`src/rtl/sm_0535_uart_pkg.sv`:
```
// Shared definitions for the UART TX arbiter and the message generators
// that feed it: FSM state encoding, the terminator byte, colour/unit codes
// and a small round-robin helper.
package sm_0535_uart_pkg;

    typedef enum logic [2:0] {
        ST_IDLE  = 3'd0,
        ST_LOAD  = 3'd1,
        ST_SEND  = 3'd2,
        ST_WAIT  = 3'd3,
        ST_TERM  = 3'd4,
        ST_TWAIT = 3'd5,
        ST_DONE  = 3'd6
    } state_t;

    localparam logic [7:0] CR_BYTE = 8'h0D;

    // Colour codes reported by the colour/unit reporter.
    localparam logic [2:0] COLOUR_RED   = 3'b001;
    localparam logic [2:0] COLOUR_BLUE  = 3'b010;
    localparam logic [2:0] COLOUR_GREEN = 3'b100;

    // Unit codes shared with the message generators.
    localparam logic [2:0] UNIT_MPU = 3'd1;
    localparam logic [2:0] UNIT_W   = 3'd2;
    localparam logic [2:0] UNIT_SSU = 3'd3;
    localparam logic [2:0] UNIT_PU  = 3'd4;

    // Index following idx in a ring of n requesters.
    function automatic int next_index(input int idx, input int n);
        return (idx + 1) % n;
    endfunction

endpackage

```
`src/rtl/sm_0535_uart_tx_arbiter_rr_pick.sv`:
```
// Combinational round-robin selector: starting at rr_ptr and wrapping,
// returns the first valid requester as a one-hot pick plus a found flag.
module sm_0535_rr_pick
    import sm_0535_uart_pkg::*;
#(
    parameter int N_REQ = 3,
    parameter int PTR_W = 2
) (
    input  logic [N_REQ-1:0] req_valid,
    input  logic [PTR_W-1:0] rr_ptr,
    output logic [N_REQ-1:0] pick,
    output logic             found
);

    // Walk the ring from rr_ptr and latch onto the first valid requester.
    always_comb begin
        logic [PTR_W-1:0] idx;
        pick  = '0;
        found = 1'b0;
        idx   = '0;
        for (int off = 0; off < N_REQ; off++) begin
            idx = PTR_W'((int'(rr_ptr) + off) % N_REQ);
            if (!found && req_valid[idx]) begin
                pick[idx] = 1'b1;
                found     = 1'b1;
            end
        end
    end

endmodule

```
`src/rtl/sm_0535_uart_tx_arbiter.sv`:
```
// Shares one UART transmitter between N_REQ message sources. Whole messages
// are granted round-robin; each byte is handed to the TX core with a
// valid/done handshake, an optional CR terminator follows the last byte, and
// a per-byte watchdog aborts a message when the TX core stops answering.
module sm_0535_uart_tx_arbiter
    import sm_0535_uart_pkg::*;
#(
    parameter int N_REQ       = 3,
    parameter int TIMEOUT_CYC = 65535,
    parameter int APPEND_CR   = 1
) (
    input  logic               clk,
    input  logic               reset,
    input  logic [N_REQ-1:0]   req_valid,
    input  logic [8*N_REQ-1:0] req_byte,
    input  logic [N_REQ-1:0]   req_last,
    output logic [N_REQ-1:0]   req_ready,
    output logic [N_REQ-1:0]   grant,
    output logic               tx_data_valid,
    output logic [7:0]         tx_byte,
    input  logic               o_tx_done,
    output logic               busy,
    output logic               timeout_err
);

    localparam int PTR_W   = $clog2(N_REQ);
    localparam int TIMER_W = $clog2(TIMEOUT_CYC + 1);
    localparam logic [TIMER_W-1:0] TIMER_LIMIT = TIMER_W'(TIMEOUT_CYC - 1);
    localparam bit USE_CR = (APPEND_CR != 0);

    state_t             state;
    state_t             state_nx;
    logic [PTR_W-1:0]   rr_ptr;
    logic [PTR_W-1:0]   owner;
    logic [PTR_W-1:0]   pick_idx;
    logic [TIMER_W-1:0] timer;
    logic               last_q;
    logic [N_REQ-1:0]   pick;
    logic               found;
    logic               own_valid;
    logic               own_last;
    logic [7:0]         own_byte;
    logic               at_limit;

    sm_0535_rr_pick #(
        .N_REQ (N_REQ),
        .PTR_W (PTR_W)
    ) u_pick (
        .req_valid (req_valid),
        .rr_ptr    (rr_ptr),
        .pick      (pick),
        .found     (found)
    );

    // The owner's lane, selected through the registered grant.
    assign own_valid = |(grant & req_valid);
    assign own_last  = |(grant & req_last);
    assign own_byte  = req_byte[{owner, 3'b000} +: 8];
    assign at_limit  = (timer == TIMER_LIMIT);

    // Binary index of the one-hot pick, remembered as the message owner.
    always_comb begin
        pick_idx = '0;
        for (int i = 0; i < N_REQ; i++) begin
            if (pick[i]) pick_idx = PTR_W'(i);
        end
    end

    // State register.
    always_ff @(posedge clk) begin
        if (reset) state <= ST_IDLE;
        else       state <= state_nx;
    end

    // Next-state logic and handshake strobes; done beats the watchdog limit.
    always_comb begin
        state_nx      = state;
        req_ready     = '0;
        tx_data_valid = 1'b0;
        timeout_err   = 1'b0;
        busy          = (state != ST_IDLE);
        case (state)
            ST_IDLE: begin
                if (found) state_nx = ST_LOAD;
            end
            ST_LOAD: begin
                req_ready = grant & req_valid;
                if (own_valid) state_nx = ST_SEND;
            end
            ST_SEND: begin
                tx_data_valid = 1'b1;
                state_nx      = ST_WAIT;
            end
            ST_WAIT: begin
                if (o_tx_done) begin
                    if (!last_q)     state_nx = ST_LOAD;
                    else if (USE_CR) state_nx = ST_TERM;
                    else             state_nx = ST_DONE;
                end else if (at_limit) begin
                    timeout_err = 1'b1;
                    state_nx    = ST_DONE;
                end
            end
            ST_TERM: begin
                tx_data_valid = 1'b1;
                state_nx      = ST_TWAIT;
            end
            ST_TWAIT: begin
                if (o_tx_done) begin
                    state_nx = ST_DONE;
                end else if (at_limit) begin
                    timeout_err = 1'b1;
                    state_nx    = ST_DONE;
                end
            end
            ST_DONE: begin
                state_nx = ST_IDLE;
            end
            default: begin
                state_nx = ST_IDLE;
            end
        endcase
    end

    // Grant, round-robin pointer, byte capture and per-byte watchdog timer.
    always_ff @(posedge clk) begin
        if (reset) begin
            grant   <= '0;
            rr_ptr  <= '0;
            owner   <= '0;
            tx_byte <= 8'h00;
            last_q  <= 1'b0;
            timer   <= '0;
        end else begin
            case (state)
                ST_IDLE: begin
                    if (found) begin
                        grant <= pick;
                        owner <= pick_idx;
                    end
                end
                ST_LOAD: begin
                    if (own_valid) begin
                        tx_byte <= own_byte;
                        last_q  <= own_last;
                    end
                end
                ST_SEND, ST_TERM: begin
                    timer <= '0;
                end
                ST_WAIT, ST_TWAIT: begin
                    if (!o_tx_done && !at_limit) timer <= timer + 1'b1;
                    // The terminator is staged so it is on tx_byte during TERM.
                    if (state == ST_WAIT && o_tx_done && last_q && USE_CR)
                        tx_byte <= CR_BYTE;
                end
                ST_DONE: begin
                    grant  <= '0;
                    rr_ptr <= PTR_W'(next_index(int'(owner), N_REQ));
                end
                default: begin
                end
            endcase
        end
    end

endmodule

```
`config.mk`:
```
export PLATFORM = sky130hd
export DESIGN_NAME = sm_0535_uart_tx_arbiter
export DESIGN_NICKNAME = d
export VERILOG_FILES = /design/src/rtl/sm_0535_uart_pkg.sv /design/src/rtl/sm_0535_uart_tx_arbiter_rr_pick.sv /design/src/rtl/sm_0535_uart_tx_arbiter.sv
export SDC_FILE = /design/constraint.sdc
export NUM_CORES = 1
export LEC_CHECK = 0
export ABC_CLOCK_PERIOD_IN_PS = 1910
export CORE_ASPECT_RATIO = 1.25
export CORE_MARGIN = 4
export CORE_UTILIZATION = 35
export CTS_CLUSTER_SIZE = 25
export DETAILED_ROUTE_END_ITERATION = 16
export PLACE_DENSITY_LB_ADDON = 0.15
export REMOVE_ABC_BUFFERS = 1
export SLEW_MARGIN = 40
export SYNTH_ARGS = -nofsm -noshare
export SYNTH_HDL_FRONTEND = slang
export SYNTH_SLANG_ARGS = --single-unit
export TNS_END_PERCENT = 20
```
`constraint.sdc`:
```
create_clock -name clk -period 1.91 [get_ports clk]
set_input_delay 0.2865 -clock clk [delete_from_list [all_inputs] [get_ports clk]]
set_output_delay 0.2865 -clock clk [all_outputs]
set_load 0.01 [all_outputs]
```
==> reports/qor.csv, run 1 <==
stage;metric;value;unit
status;status;complete, no violations;
cts;htreeDepth;2;
synthesis;yosysSeqAreaShare;30.4;%
floorplan;die_w;80.6;µm
finish;fillers;604;
grt;antenna_found_initial;0;
critical_path;crit_path_start;rr_ptr[0];
placement;hpwl;4.87;mm
synthesis;synth_seq_cells;35;
critical_path;path_max_fanout;7;
critical_path;crit_arrival;2.06;ns
cts;root_buffer;clkbuf_8;
synthesis;syn_area;0.00230;mm²
power_and_ir_drop;ir_drop;0.388;mV
sta;rsz0062_at_grt;true;
power_and_ir_drop;p_sw_share;33.0;%
floorplan;start_util;36.7;%
floorplan;core;0.00629;mm²
finish;drive_above_1_share;24.4;%
route;dr.pass1.iters;4;
placement;port_buffers;49;
route;wl;6.16;mm
route;avgViaCountPerCell;5.07;
route;via_count;2324;
sta;finalCritPeriodShare;97.7;%
floorplan;die_area;0.00796;mm²
sta;setup-violations-final;0;
power_and_ir_drop;combPwrFrac;39.7;%
critical_path;r2r-end;owner[0];
synthesis;ys_warn_count;0;
cts;cts_tree;done;
sta;worst_pin_slew;0.537;ns
route;drtIter0Drc;100;
synthesis;ys.flop_type;dfxtp_1;
cts;cts_num_sinks;35;
critical_path;reg2reg_depth;8;
cts;clock_latency;0.28;ns
grt;grt_use_total;16.3;%
sta;fin_skew;0.00606;ns
synthesis;synthArstFlopShare;0;%
cts;cts_buffer_depth;2;
min_path;min-delay-path-class;reg -> reg;
grt;grt_max_degree;16;
power_and_ir_drop;p_int;1.59;mW
route;drcViolationCount;0;
sta;fmax;536;MHz
finish;seq_area;718;µm²
route;routedWlPerCell;13.5;µm
critical_path;critPathLaunchType;flop;
route;postRouteAntennaNets;0;
critical_path;end_kind;flop;
critical_path;crit_type;reg -> reg;
power_and_ir_drop;p_seq_share;35.5;%
floorplan;die_h;98.7;µm
placement;dp_cells;445;
finish;layout_common_cells;42 x clkdlybuf4s50_1, 38 x buf_4, 33 x nor2_1;
finish;nets;412;
finish;area_growth;47.0;%
min_path;whs_path_depth;2;
finish;multiInputGateArea;0.00158;mm²
finish;fin_cells;458;
cts;cts.clk_slew.worst_paths;0.07;ns
min_path;min_to;tx_byte[4];
cts;numCtsBuffers;5;
finish;diodes;0;
power_and_ir_drop;clockPowerShare;24.9;%
grt;grt_pass1_wl;10.4;mm
run;maxCapViolCount;0;
sta;hold_viol_final;0;
critical_path;r2r_start;rr_ptr[0];
synthesis;avgSynthCellArea;7.97;µm²
power_and_ir_drop;cellLeakagePower;1.27;nW
floorplan;rows;32;
sta;fin_setup_tns;0;ns
finish;final_common_cell;clkdlybuf4s50_1;
synthesis;synthCells;289;
floorplan;top_level_ports;50;
synthesis;synth_cell_type_count;60;
critical_path;r2r_setup_slack;0.04;ns
grt;grt_overflow_total;0;
grt;grt_pass1_vias;2300;
min_path;hp-start;tx_byte[4];
power_and_ir_drop;netSwitchingPower;782;µW
power_and_ir_drop;power-per-cell-area;700;mW/mm²
placement;gp_congestion;0.849;
sta;fin_crit;1.87;ns
critical_path;cp.required;2.10;ns
sta;slew-limit-headroom;64.2;%
sta;maxSlewViolCount;0;
synthesis;synth_edf_count;0;
-- cells by family after synthesis --
group           share of synthesized area (%)
buf+inv                                  5.81
compound gates                           17.2
flops                                    30.4
xor+xnor                                 3.75
simple gates                             32.4
fa+ha+maj                                3.80
mux                                      6.62
-- power by group through the flow --
stage	clock network [mW]	registers [mW]	logic [mW]
after global routing	0.650	0.849	1.04
after global placement	0	0.849	0.874
after CTS	0.619	0.834	0.901
final	0.590	0.841	0.941
after floorplan	0	0.882	0.396
after detailed placement	0	0.848	0.868
-- per-stage QoR --
stage | area, µm² | utilization (%) | total power [mW] | worst slack (ns) | hold WS, ns
after floorplan | 2230 | - | 1.28 | -0.105 | 0.356
after global placement | 3120 | 49.7 | 1.72 | -0.216 | 0.443
after detailed placement | 3120 | 49.7 | 1.72 | -0.207 | 0.454
after CTS | 3270 | 52.0 | 2.35 | -0.0881 | 0.461
after global routing | 3390 | 53.9 | 2.54 | -0.0726 | 0.487
final | 3390 | 53.9 | 2.37 | 0.0447 | 0.455
-- critical path, cell delays in order, from the launching register on --
cell and delay, ns:
dfxtp_2 0.34, inv_2 0.05, ha_4 0.30, buf_6 0.11, nor2b_4 0.13, o21ai_2 0.08
a41oi_4 0.31, o211ai_1 0.18, o32ai_1 0.28
-- final cells by class --
cell class,count,area share [%]
repair buffers,92,24.6
flip-flops and latches,35,21.2
well taps,85,3.14
inverters,15,1.66
multi-input cells,223,46.5
clock buffers,8,2.95
-- registers in the layout (all words and copies together) (netlist names) --
| name | flops |
|---|---|
| grant | 3 |
| state | 3 |
| timer | 16 |
| owner | 2 |
| last_q | 1 |
| rr_ptr | 2 |
| tx_byte | 8 |
-- what timing repair did --
item	4_1_cts	5_1_grt
setup buffers	1	4
setup endpoints to repair	13	17
resized for setup	20	32
hold buffers	0	0
endpoints found under the hold margin	0	0
pin swaps	5	11
-- cell usage after synthesis, drive strengths merged (2+ instances only) --
library cell | number | area (µm²)
dfxtp | 35 | 701
nor2 | 34 | 135
nand2 | 33 | 124
a21oi | 19 | 110
nand3 | 16 | 85.1
inv | 15 | 56.3
mux2i | 13 | 130
o21ai | 12 | 60.1
nor3 | 9 | 45.0
buf | 8 | 46.3
clkbuf | 8 | 31.3
ha | 7 | 87.6
nand4 | 7 | 73.8
xnor2 | 7 | 61.3
a311oi | 5 | 43.8
nand3b | 5 | 37.5
nor2b | 5 | 31.3
nor4 | 5 | 46.3
nand2b | 4 | 25.0
a211oi | 3 | 22.5
and4 | 3 | 27.5
or3 | 3 | 18.8
a21o | 2 | 15.0
a222oi | 2 | 20.0
a41oi | 2 | 25.0
and2 | 2 | 12.5
mux2 | 2 | 22.5
nor4b | 2 | 23.8
o31ai | 2 | 15.0
o32ai | 2 | 17.5
xor2 | 2 | 25.0
-- worst max path at each step --
stage	end	cells after the start	slack [ns]
after floorplan	grant[0]	7	-0.11
after detailed placement	owner[0]	6	-0.21
after global routing	owner[0]	8	-0.07
final	owner[0]	8	0.04
after global placement	tx_byte[3]	6	-0.22
after CTS	grant[0]	8	-0.09
-- routing by layer --
metal / vias up / GRT usage, % / share of wire, %
met5: - / 0 / 0
met4: 0 / 5.20 / 1.1
met3: 8 / 4.66 / 5.6
met2: 58 / 27.0 / 49
met1: 1053 / 20.3 / 44
li1: 1205 / - / -
Note: power is estimated with default switching activity, not from simulation.
==> run 2: changes to the inputs <==
--- a/config.mk
+++ b/config.mk
@@ -13,6 +13,7 @@
 export DETAILED_ROUTE_END_ITERATION = 16
 export PLACE_DENSITY_LB_ADDON = 0.15
 export REMOVE_ABC_BUFFERS = 1
+export SKIP_CTS_REPAIR_TIMING = 1
 export SLEW_MARGIN = 40
 export SYNTH_ARGS = -nofsm -noshare
 export SYNTH_HDL_FRONTEND = slang
==> reports/qor.csv, run 2 (synthesis results as in run 1) <==
stage;metric;value;unit;change
grt;grt_pass1_wl;10.2;mm;was 10.4 mm
critical_path;r2r-end;grant[0];;was owner[0]
cts;clock_latency;0.28;ns;about the same
finish;area_growth;42.3;%;was 47.0%
route;drtIter0Drc;84;;was 100
min_path;min_to;tx_byte[4];;unchanged
sta;fin_crit;2.04;ns;was 1.87 ns
grt;antenna_found_initial;0;;unchanged
critical_path;crit_type;reg -> reg;;unchanged
grt;grt_max_degree;16;;unchanged
finish;regMostFlops;timer;;unchanged
finish;layout_common_cells;44 x clkdlybuf4s50_1, 38 x buf_4, 32 x nand2_1, 32 x nor2_1, 29 x dfxtp_1;;was 42 x clkdlybuf4s50_1, 38 x buf_4, 33 x nor2_1
sta;fin_skew;0.00833;ns;was 0.00606 ns
placement;hpwl;4.87;mm;unchanged
finish;final_common_cell;clkdlybuf4s50_1;;unchanged
placement;dpl_cell_area;0.00312;mm²;unchanged
route;top_layer_used;met4;;unchanged
cts;cts.clk_slew.worst_paths;0.07;ns;about the same
critical_path;end_kind;flop;;unchanged
floorplan;top_level_ports;50;;unchanged
run;maxCapViolCount;0;;unchanged
placement;port_buffers;49;;unchanged
sta;hold_viol_final;0;;unchanged
sta;maxSlewViolCount;0;;unchanged
sta;setup-violations-final;4;;was 0
grt;grt_use_total;16.1;%;was 16.3%
floorplan;die_w;80.6;µm;unchanged
route;routed-wl-met2;3.01;mm;was 3.05 mm
floorplan;core;0.00629;mm²;unchanged
finish;fillers;625;;was 604
finish;drive_above_1_share;20.1;%;was 24.4%
power_and_ir_drop;cellLeakagePower;1.28;nW;was 1.27 nW
power_and_ir_drop;power-per-cell-area;708;mW/mm²;was 700 mW/mm²
critical_path;cp.required;2.15;ns;was 2.10 ns
sta;slew-limit-headroom;64.2;%;about the same
min_path;hp-start;tx_byte[4];;unchanged
min_path;whs_path_depth;2;;unchanged
grt;grt_overflow_total;0;;unchanged
grt;grt_pass1_vias;2268;;was 2300
cts;cts_num_sinks;35;;unchanged
critical_path;critPathLaunchType;flop;;unchanged
finish;diodes;0;;unchanged
placement;gp_congestion;0.849;;unchanged
placement;dp_slack;-0.207;ns;unchanged
floorplan;die_area;0.00796;mm²;unchanged
route;drcViolationCount;0;;unchanged
floorplan;rows;32;;unchanged
power_and_ir_drop;total_power;2.32;mW;was 2.37 mW
cts;cts_tree;done;;unchanged
route;postRouteAntennaNets;0;;unchanged
power_and_ir_drop;ir_drop;0.385;mV;was 0.388 mV
critical_path;r2r_setup_slack;-0.13;ns;was 0.04 ns
min_path;min-delay-path-class;reg -> reg;;unchanged
sta;fin_ws;-0.131;ns;was 0.0447 ns
route;routedWlPerCell;13.4;µm;was 13.5 µm
sta;rsz0062_at_grt;true;;unchanged
route;via_count;2318;;was 2324
finish;reg_top3;timer: 16 flops, tx_byte: 8 flops;;unchanged
route;dr.pass1.iters;4;;unchanged
route;wl_met1;2.68;mm;was 2.70 mm
status;status;finished with violations;;was complete, no violations
sta;fin_setup_tns;-0.239;ns;was 0 ns
cts;htreeDepth;2;;unchanged
floorplan;die_h;98.7;µm;unchanged
floorplan;start_util;36.7;%;unchanged
cts;root_buffer;clkbuf_8;;unchanged
critical_path;path_max_fanout;5;;was 7
route;avgViaCountPerCell;5.11;;was 5.07
cts;numCtsBuffers;5;;unchanged
critical_path;r2r_start;rr_ptr[0];;unchanged
route;wl;6.11;mm;was 6.16 mm
finish;nets;408;;was 412
finish;largest_reg_flops;16;;unchanged
critical_path;reg2reg_depth;7;;was 8
critical_path;crit_arrival;2.28;ns;was 2.06 ns
sta;finalCritPeriodShare;107;%;was 97.7%
finish;postLayoutCellArea;0.00328;mm²;was 0.00339 mm²
sta;hold_slack;0.455;ns;about the same
route;route.met3.wl;353;µm;was 343 µm
cts;cts_buffer_depth;2;;unchanged
sta;fmax;490;MHz;was 536 MHz
sta;worst_pin_slew;0.535;ns;was 0.537 ns
status;violations;negative setup slack;;
==> run 2: changes by cell type in the layout (fill, tap and decap cells not counted), sizes merged <==
cell / previous run / this run
dlygate4sd2: 5 / 0
buf: 43 / 39
dlymetal6s2s: 1 / 5
clkdlybuf4s50: 42 / 44
clkbuf: 9 / 8
==> run 2: worst max path at each step <==
stage	slack [ns]	from	end	cells past startpoint
finish	-0.13	rr_ptr[0]	grant[0]	7
global placement	-0.22	req_valid[1]	tx_byte[3]	6
floorplan	-0.11	rr_ptr[0]	grant[0]	7
detailed placement	-0.21	req_valid[2]	owner[0]	6
global route	-0.28	rr_ptr[0]	grant[0]	7
CTS	-0.26	state[2]	timeout_err	4
==> run 2: metal layers <==
layer,global-route usage (%),up-vias
met5,0,-
met4,4.42,0
met3,4.48,9
met2,26.9,61
met1,20.0,1053
li1,-,1195
==> run 2: per-stage QoR <==
| step | util [%] | instances |
|---|---|---|
| final | 52.2 | 454 |
| after global routing | 52.2 | 454 |
| after CTS | 51.3 | 453 |
| after detailed placement | 49.7 | 445 |
| after global placement | 49.7 | 445 |
| after floorplan | - | 273 |
==> run 2: worst max-delay path: stages (launching register included) <==
cell and delay (ns):
dfxtp_1 0.34, inv_1 0.06, ha_2 0.37, mux2i_1 0.24, o21ai_0 0.12, or3b_2 0.45
a311oi_1 0.27, a21o_1 0.15
==> run 2: area by class of cell <==
type                    count  area [µm²]  area share, %
multi-input cells         223        1500           45.7
flip-flops and latches     35         708           21.6
inverters                  15        56.3           1.72
well taps                  85         106           3.24
clock buffers               8         100           3.05
repair buffers             88         808           24.6
==> run 2: power by group <==
part | leakage, nW | internal (mW) | switching, mW
clock network | 0.0515 | 0.329 | 0.265
registers | 0.286 | 0.789 | 0.0465
logic | 0.941 | 0.441 | 0.452
==> run 3: changes to the inputs <==
--- a/config.mk
+++ b/config.mk
@@ -6,13 +6,13 @@
 export NUM_CORES = 1
 export LEC_CHECK = 0
 export ABC_CLOCK_PERIOD_IN_PS = 1910
-export CORE_ASPECT_RATIO = 1.25
 export CORE_MARGIN = 4
 export CORE_UTILIZATION = 35
 export CTS_CLUSTER_SIZE = 25
 export DETAILED_ROUTE_END_ITERATION = 16
 export PLACE_DENSITY_LB_ADDON = 0.15
 export REMOVE_ABC_BUFFERS = 1
+export SETUP_SLACK_MARGIN = 0.15
 export SKIP_CTS_REPAIR_TIMING = 1
 export SLEW_MARGIN = 40
 export SYNTH_ARGS = -nofsm -noshare
==> reports/qor.csv, run 3 (synthesis results as in run 1) <==
stage;metric;value;unit;change
sta;slew-limit-headroom;72.1;%;was 64.2%
route;drtIter0Drc;49;;was 84
sta;fin_skew;0.0114;ns;was 0.00833 ns
sta;finalCritPeriodShare;98.6;%;was 107%
route;routedWlPerCell;13.9;µm;was 13.4 µm
route;postRouteAntennaNets;0;;unchanged
finish;final_common_cell;clkdlybuf4s50_1;;unchanged
power_and_ir_drop;ir_drop;0.341;mV;was 0.385 mV
route;top_layer_used;met4;;unchanged
critical_path;path_max_fanout;7;;was 5
cts;htreeDepth;2;;unchanged
cts;root_buffer;clkbuf_8;;unchanged
route;avgViaCountPerCell;5.13;;was 5.11
status;status;complete, no violations;;was finished with violations
cts;clock_latency;0.29;ns;was 0.28 ns
finish;area_growth;50.3;%;was 42.3%
finish;largest_reg_flops;16;;unchanged
finish;drive_above_1_share;29.3;%;was 20.1%
grt;grt_pass1_vias;2169;;was 2268
critical_path;cp.required;2.14;ns;was 2.15 ns
critical_path;crit_arrival;2.12;ns;was 2.28 ns
route;wl_met1;2.94;mm;was 2.68 mm
critical_path;end_kind;flop;;unchanged
floorplan;die_w;89.1;µm;was 80.6 µm
sta;fmax;531;MHz;was 490 MHz
grt;grt_use_total;15.9;%;was 16.1%
critical_path;crit_type;reg -> reg;;unchanged
run;maxCapViolCount;0;;unchanged
floorplan;rows;29;;was 32
finish;diodes;0;;unchanged
floorplan;die_area;0.00795;mm²;was 0.00796 mm²
cts;cts_tree;done;;unchanged
cts;cts_num_sinks;35;;unchanged
route;wl;6.23;mm;was 6.11 mm
sta;fin_crit;1.88;ns;was 2.04 ns
grt;grt_overflow_total;0;;unchanged
cts;numCtsBuffers;5;;unchanged
floorplan;top_level_ports;50;;unchanged
min_path;min-delay-path-class;reg -> reg;;unchanged
power_and_ir_drop;power-per-cell-area;730;mW/mm²;was 708 mW/mm²
placement;port_buffers;49;;unchanged
floorplan;start_util;36.1;%;was 36.7%
floorplan;core;0.00639;mm²;was 0.00629 mm²
grt;antenna_found_initial;0;;unchanged
finish;regMostFlops;timer;;unchanged
route;via_count;2303;;was 2318
finish;nets;411;;was 408
finish;reg_top3;timer: 16 flops, tx_byte: 8 flops;;unchanged
placement;dpl_cell_area;0.00310;mm²;was 0.00312 mm²
route;dr.pass1.iters;5;;was 4
finish;final_core_util;54.2;%;was 52.2%
finish;layout_common_cells;41 x clkdlybuf4s50_1, 39 x buf_4, 31 x nand2_1, 31 x nor2_1;;was 44 x clkdlybuf4s50_1, 38 x buf_4, 32 x nand2_1, 32 x nor2_1, 29 x dfxtp_1
sta;setup-violations-final;0;;was 4
route;drcViolationCount;0;;unchanged
sta;rsz0062_at_grt;true;;unchanged
route;routed-wl-met2;2.87;mm;was 3.01 mm
sta;maxSlewViolCount;0;;unchanged
cts;cts_buffer_depth;2;;unchanged
grt;grt_max_degree;14;;was 16
placement;gp_congestion;0.832;;was 0.849
grt;grt_pass1_wl;10.0;mm;was 10.2 mm
floorplan;die_h;89.1;µm;was 98.7 µm
sta;worst_pin_slew;0.418;ns;was 0.535 ns
cts;cts.clk_slew.worst_paths;0.07;ns;about the same
finish;postLayoutCellArea;0.00346;mm²;was 0.00328 mm²
power_and_ir_drop;cellLeakagePower;1.32;nW;was 1.28 nW
placement;hpwl;4.82;mm;was 4.87 mm
route;route.met3.wl;377;µm;was 353 µm
critical_path;critPathLaunchType;flop;;unchanged
sta;hold_viol_final;0;;unchanged
-- run 3: cell types whose count changed in the layout (fill, tap and decap cells not counted), sizes merged --
cell,delta
clkbuf,-1
dlymetal6s2s,+1
bufinv,+1
clkdlybuf4s50,-3
buf,+4
clkinv,+1
-- run 3: per-layer routing --
metal	global-route usage, %	up-vias
met5	0	-
met4	2.84	0
met3	4.70	4
met2	26.3	52
met1	20.7	1045
li1	-	1202
-- run 3: critical path, cell delays in order (launching register included) --
cell and delay (ns):
dfxtp_2 0.36, buf_6 0.12, inv_4 0.04, ha_4 0.16, mux2_4 0.30, a21oi_4 0.23
a41oi_4 0.19, buf_4 0.19, nor3_2 0.14, a21o_1 0.10
-- run 3: layout make-up --
cell class | count | area, µm²
clock inverters | 2 | 35.0
repair buffers | 91 | 822
inverters | 15 | 58.8
multi-input cells | 223 | 1630
well taps | 77 | 96.3
flip-flops and latches | 35 | 741
fillers | 616 | 2920
clock buffers | 6 | 82.6
-- run 3: report_power, final --
group	internal [mW]	total (mW)	switching, mW
combinational	0.500	0.973	0.474
clock	0.423	0.708	0.286
sequential	0.783	0.848	0.0655
total	1.70	2.53	0.825
-- run 3: worst paths after layout --
| path | start | cells past startpoint | endpoint | slack (ns) |
|---|---|---|---|---|
| worst min-delay path | tx_byte[6] | 2 | tx_byte[6] | 0.46 |
| worst min register to register | tx_byte[6] | 2 | tx_byte[6] | 0.46 |
| worst max register to register | rr_ptr[1] | 9 | grant[0] | 0.03 |
| worst max-delay path | rr_ptr[1] | 9 | grant[0] | 0.03 |
-- run 3: stage by stage --
stage          hold WS (ns)  setup WS (ns)  std cells  setup TNS, ns  power (mW)
2_1_floorplan         0.356         -0.105        273         -0.105        1.28
3_3_place_gp          0.445         -0.183        437          -1.74        1.71
3_5_place_dp          0.451         -0.264        437          -2.63        1.71
4_1_cts               0.461         -0.221        445          -1.99        2.42
5_1_grt               0.477        -0.0655        449         -0.124        2.69
6_report              0.458         0.0262        449              0        2.53
==> patch 1, RTL diff (config.mk and constraints of run 3) <==
Set the parameter `TIMEOUT_CYC` to 32767 (it was 65535).
--- a/src/rtl/sm_0535_uart_tx_arbiter.sv
+++ b/src/rtl/sm_0535_uart_tx_arbiter.sv
@@ -7,5 +7,5 @@
 #(
     parameter int N_REQ       = 3,
-    parameter int TIMEOUT_CYC = 65535,
+    parameter int TIMEOUT_CYC = 32767,
     parameter int APPEND_CR   = 1
 ) (
Behaviour: no difference found for any inputs over 4 cycles, from zero or initial values and one cycle with reset high; that may be too few to reach the edited logic, so the function may still have changed.
==> patch 1 against run 3 <==
- the flow now finishes with violations (negative setup slack)
- sequential cell count shrank 1
- design area shrank 4.6%
- power shrank 17%
- count of clock-buffer cells in the layout is the same
- non-clock buffer count grew 2
- area after synthesis shrank 7.9%
- largest cell class unchanged
- highest routed layer unchanged
- first-iteration DRC count grew 47%
- die area shrank 7.2%
- combinational power shrank 48%
- setup slack lost 0.062 ns
- wire length shrank 5.8%
==> patch 1: results (changes against run 3) <==
Met1 WL = 2680 µm (-8.7%)
Final-layout fill cell count = 562 (-8.8%)
Starting DRC count in detailed routing = 72 (+47%)
Failing checks = negative setup slack
Top cells by count, synth = nor2_1 (38), dfxtp_1 (34), nand2_1 (23)
WHS = 0.464 ns (+0.00587 ns)
Met2 GRT Util = 0.252 (-0.0103)
Dpl hpwl = 4450 µm (-7.7%)
First drt pass iteration count = 4 (-1)
Via-to-Cell Ratio = 5.13 (about the same)
Share of cells above drive strength 1 = 0.280 (-0.0129)
Clock Skew = 0.00918 ns (-0.00218 ns)
Met2 WL post-DR = 2690 µm (-6.3%)
Fin nets = 396 (-3.6%)
Syn Area/Cell = 7.86 µm² (-1.4%)
Peak supply drop = 0.310 mV (-9.0%)
Largest net degree at the start of global routing = 13 (-1)
Top cells by area, synth = dfxtp_1 (32%), nor2_1 (6.7%), mux2i_1 (5.7%)
Grt met3 use = 0.0528 (+0.00583)
Outcome = complete, but fails checks
Pre-CTS setup slack = -0.229 ns (+0.0342 ns)
Setup violations, final = 4 (+4)
Leak = 1.29 nW (-2.4%)
Biggest regs = timer (15), tx_byte (8)
Met3 wire len = 449 µm (+19%)
Slew headroom = 0.681 (-0.0404)
Worst setup margin = -0.0357 ns (-0.0619 ns)
Finished Layout Cells = 432 (-3.8%)
Total GRT Usage = 0.163 (+0.00452)
## patch 1: kinds of logic (layout without fill, tap and decap cells)
family	after synthesis	after routing	share of synthesized area
XOR/XNOR	8	8	0.0366
multiplexers	14	14	0.0672
AO/OA/AOI/OAI	65	65	0.199
AND/OR/NAND/NOR	115	115	0.279
flip-flops	34	34	0.321
buffers and inverters	27	114	0.0560
adder cells (fa/ha/maj)	7	7	0.0413
## patch 1: report_power, final
part / internal [W] / total, W / leakage [nW] / switching [W]
Combinational: 0.000283 / 0.000508 / 0.941 / 0.000226
Clock: 0.000557 / 0.000824 / 0.0714 / 0.000267
Sequential: 0.000744 / 0.000779 / 0.278 / 0.0000354
Total: 0.00158 / 0.00211 / 1.29 / 0.000528
## patch 1: path summary, 6_finish.rpt
kind / startpoint / depth (start not counted) / to
worst max-delay path: rr_ptr[1]$_SDFFE_PP0P_ / 7 / owner[1]$_SDFFE_PP0P_
worst min-delay path: tx_byte[0]$_SDFFE_PP0P_ / 2 / tx_byte[0]$_SDFFE_PP0P_
worst max register to register: rr_ptr[1]$_SDFFE_PP0P_ / 7 / owner[1]$_SDFFE_PP0P_
worst min register to register: tx_byte[0]$_SDFFE_PP0P_ / 2 / tx_byte[0]$_SDFFE_PP0P_
## patch 1: area by class of cell
type,instances,area [µm²],share of cell area
Tap cell,75,93.8,0.0284
Sequential cell,34,691,0.209
Multi-Input combinational cell,209,1490,0.452
Inverter,13,48.8,0.0148
Clock buffer,6,82.6,0.0250
Clock inverter,2,60.1,0.0182
Timing Repair Buffer,93,833,0.252
## patch 1: worst max-delay path, stage by stage, from the launching register on
cell      delay (ns)
dfxtp_4         0.37
ha_4            0.27
and2b_1         0.19
a32o_1          0.24
or4_4           0.45
nand2b_4        0.13
nand2b_4        0.14
a21oi_1         0.06
==> patch 2, RTL diff (settings of run 3) <==
Made on the original files. Put a register stage on the output `timeout_err`, without a reset. The value now appears one clock later. The other outputs are not delayed to match.
--- a/src/rtl/sm_0535_uart_tx_arbiter.sv
+++ b/src/rtl/sm_0535_uart_tx_arbiter.sv
@@ -28,4 +28,6 @@
     localparam logic [TIMER_W-1:0] TIMER_LIMIT = TIMER_W'(TIMEOUT_CYC - 1);
     localparam bit USE_CR = (APPEND_CR != 0);
+
+    logic timeout_err_d;
 
     state_t             state;
@@ -78,5 +80,5 @@
         req_ready     = '0;
         tx_data_valid = 1'b0;
-        timeout_err   = 1'b0;
+        timeout_err_d = 1'b0;
         busy          = (state != ST_IDLE);
         case (state)
@@ -98,5 +100,5 @@
                     else             state_nx = ST_DONE;
                 end else if (at_limit) begin
-                    timeout_err = 1'b1;
+                    timeout_err_d = 1'b1;
                     state_nx    = ST_DONE;
                 end
@@ -110,5 +112,5 @@
                     state_nx = ST_DONE;
                 end else if (at_limit) begin
-                    timeout_err = 1'b1;
+                    timeout_err_d = 1'b1;
                     state_nx    = ST_DONE;
                 end
@@ -165,4 +167,8 @@
     end
 
+    always_ff @(posedge clk) begin
+        timeout_err <= timeout_err_d;
+    end
+
 endmodule
 
Behaviour: same outputs for any inputs over 4 cycles, from zero or initial values and one cycle with reset high; that may be too few to reach the edited logic, so the function may still have changed.
==> patch 2 against run 3 <==
- the run now ends with negative setup slack left
- setup slack lost 0.042 ns
- power shrank 25%
- wire length grew 3.4%
- area after synthesis grew 2.0%
- design area grew 8.2%
- sequential share of layout area shrank 1.5 points
- sequential cell count grew 1
- non-clock buffer count grew 15
==> patch 2: results (changes against run 3) <==
Total GRT Usage = 0.156 (-0.00295)
Actual slew at the worst max-slew pin = 0.448 ns (+0.0292 ns)
Failing checks = negative setup slack
Fin nets = 422 (+2.7%)
Delay-heaviest family, CP = buffers and inverters
Clock Skew = 0.00828 ns (-0.00307 ns)
Setup violations, final = 1 (+1)
Placer Congestion = 0.862 (+3.6%)
WHS = 0.460 ns (+0.00250 ns)
Synth Instances = 286 (-1.0%)
Met1 Usage GRT = 0.204 (-0.00323)
Starting DRC count in detailed routing = 70 (+43%)
Arrival @ worst endpoint = 1.64 ns (-0.48 ns)
Worst setup margin = -0.0160 ns (-0.0421 ns)
Grt met3 use = 0.0367 (-0.0103)
Slowest Stage Delay on Critical Path = 0.49 ns (+0.13 ns)
WL per Instance = 14.0 µm (+0.88%)
First drt pass iteration count = 4 (-1)
Peak supply drop = 0.300 mV (-12%)
Post-synth cell types = 57 (-5.0%)
Outcome = complete, but fails checks
Pre-CTS setup slack = -0.216 ns (+0.0480 ns)
Cell Area, Placed = 3270 µm² (+5.6%)
Top cells by area, synth = dfxtp_1 (31%), mux2i_1 (6.0%), nor2_1 (5.1%)
Largest net degree at the start of global routing = 18 (+4)
[patch 2: cell type report]
class                           count  area [µm²]
Fill cell                         586        2680
Multi-Input combinational cell    219        1770
Timing Repair Buffer              106         982
Sequential cell                    36         747
Tap cell                           77        96.3
Clock buffer                        8        90.1
Inverter                           14        60.1
[patch 2: where the power goes]
group | internal [W] | switching [W]
clock | 0.000294 | 0.000261
combinational | 0.000290 | 0.000239
sequential | 0.000772 | 0.0000287
[patch 2: metal layers]
| metal | wire, µm | vias up |
|---|---|---|
| met5 | 0 | - |
| met4 | 75 | 0 |
| met3 | 314 | 10 |
| met2 | 2990 | 56 |
| met1 | 3060 | 1121 |
| li1 | - | 1212 |
[patch 2: kinds of logic (layout without fill, tap and decap cells)]
kind of cell	Yosys count	count (layout)	synth area share
compound gates	68	68	0.218
xor+xnor	14	14	0.0602
fa+ha+maj	7	7	0.0373
buf+inv	31	128	0.0543
flops	36	36	0.307
mux	17	17	0.0740
simple gates	113	113	0.249
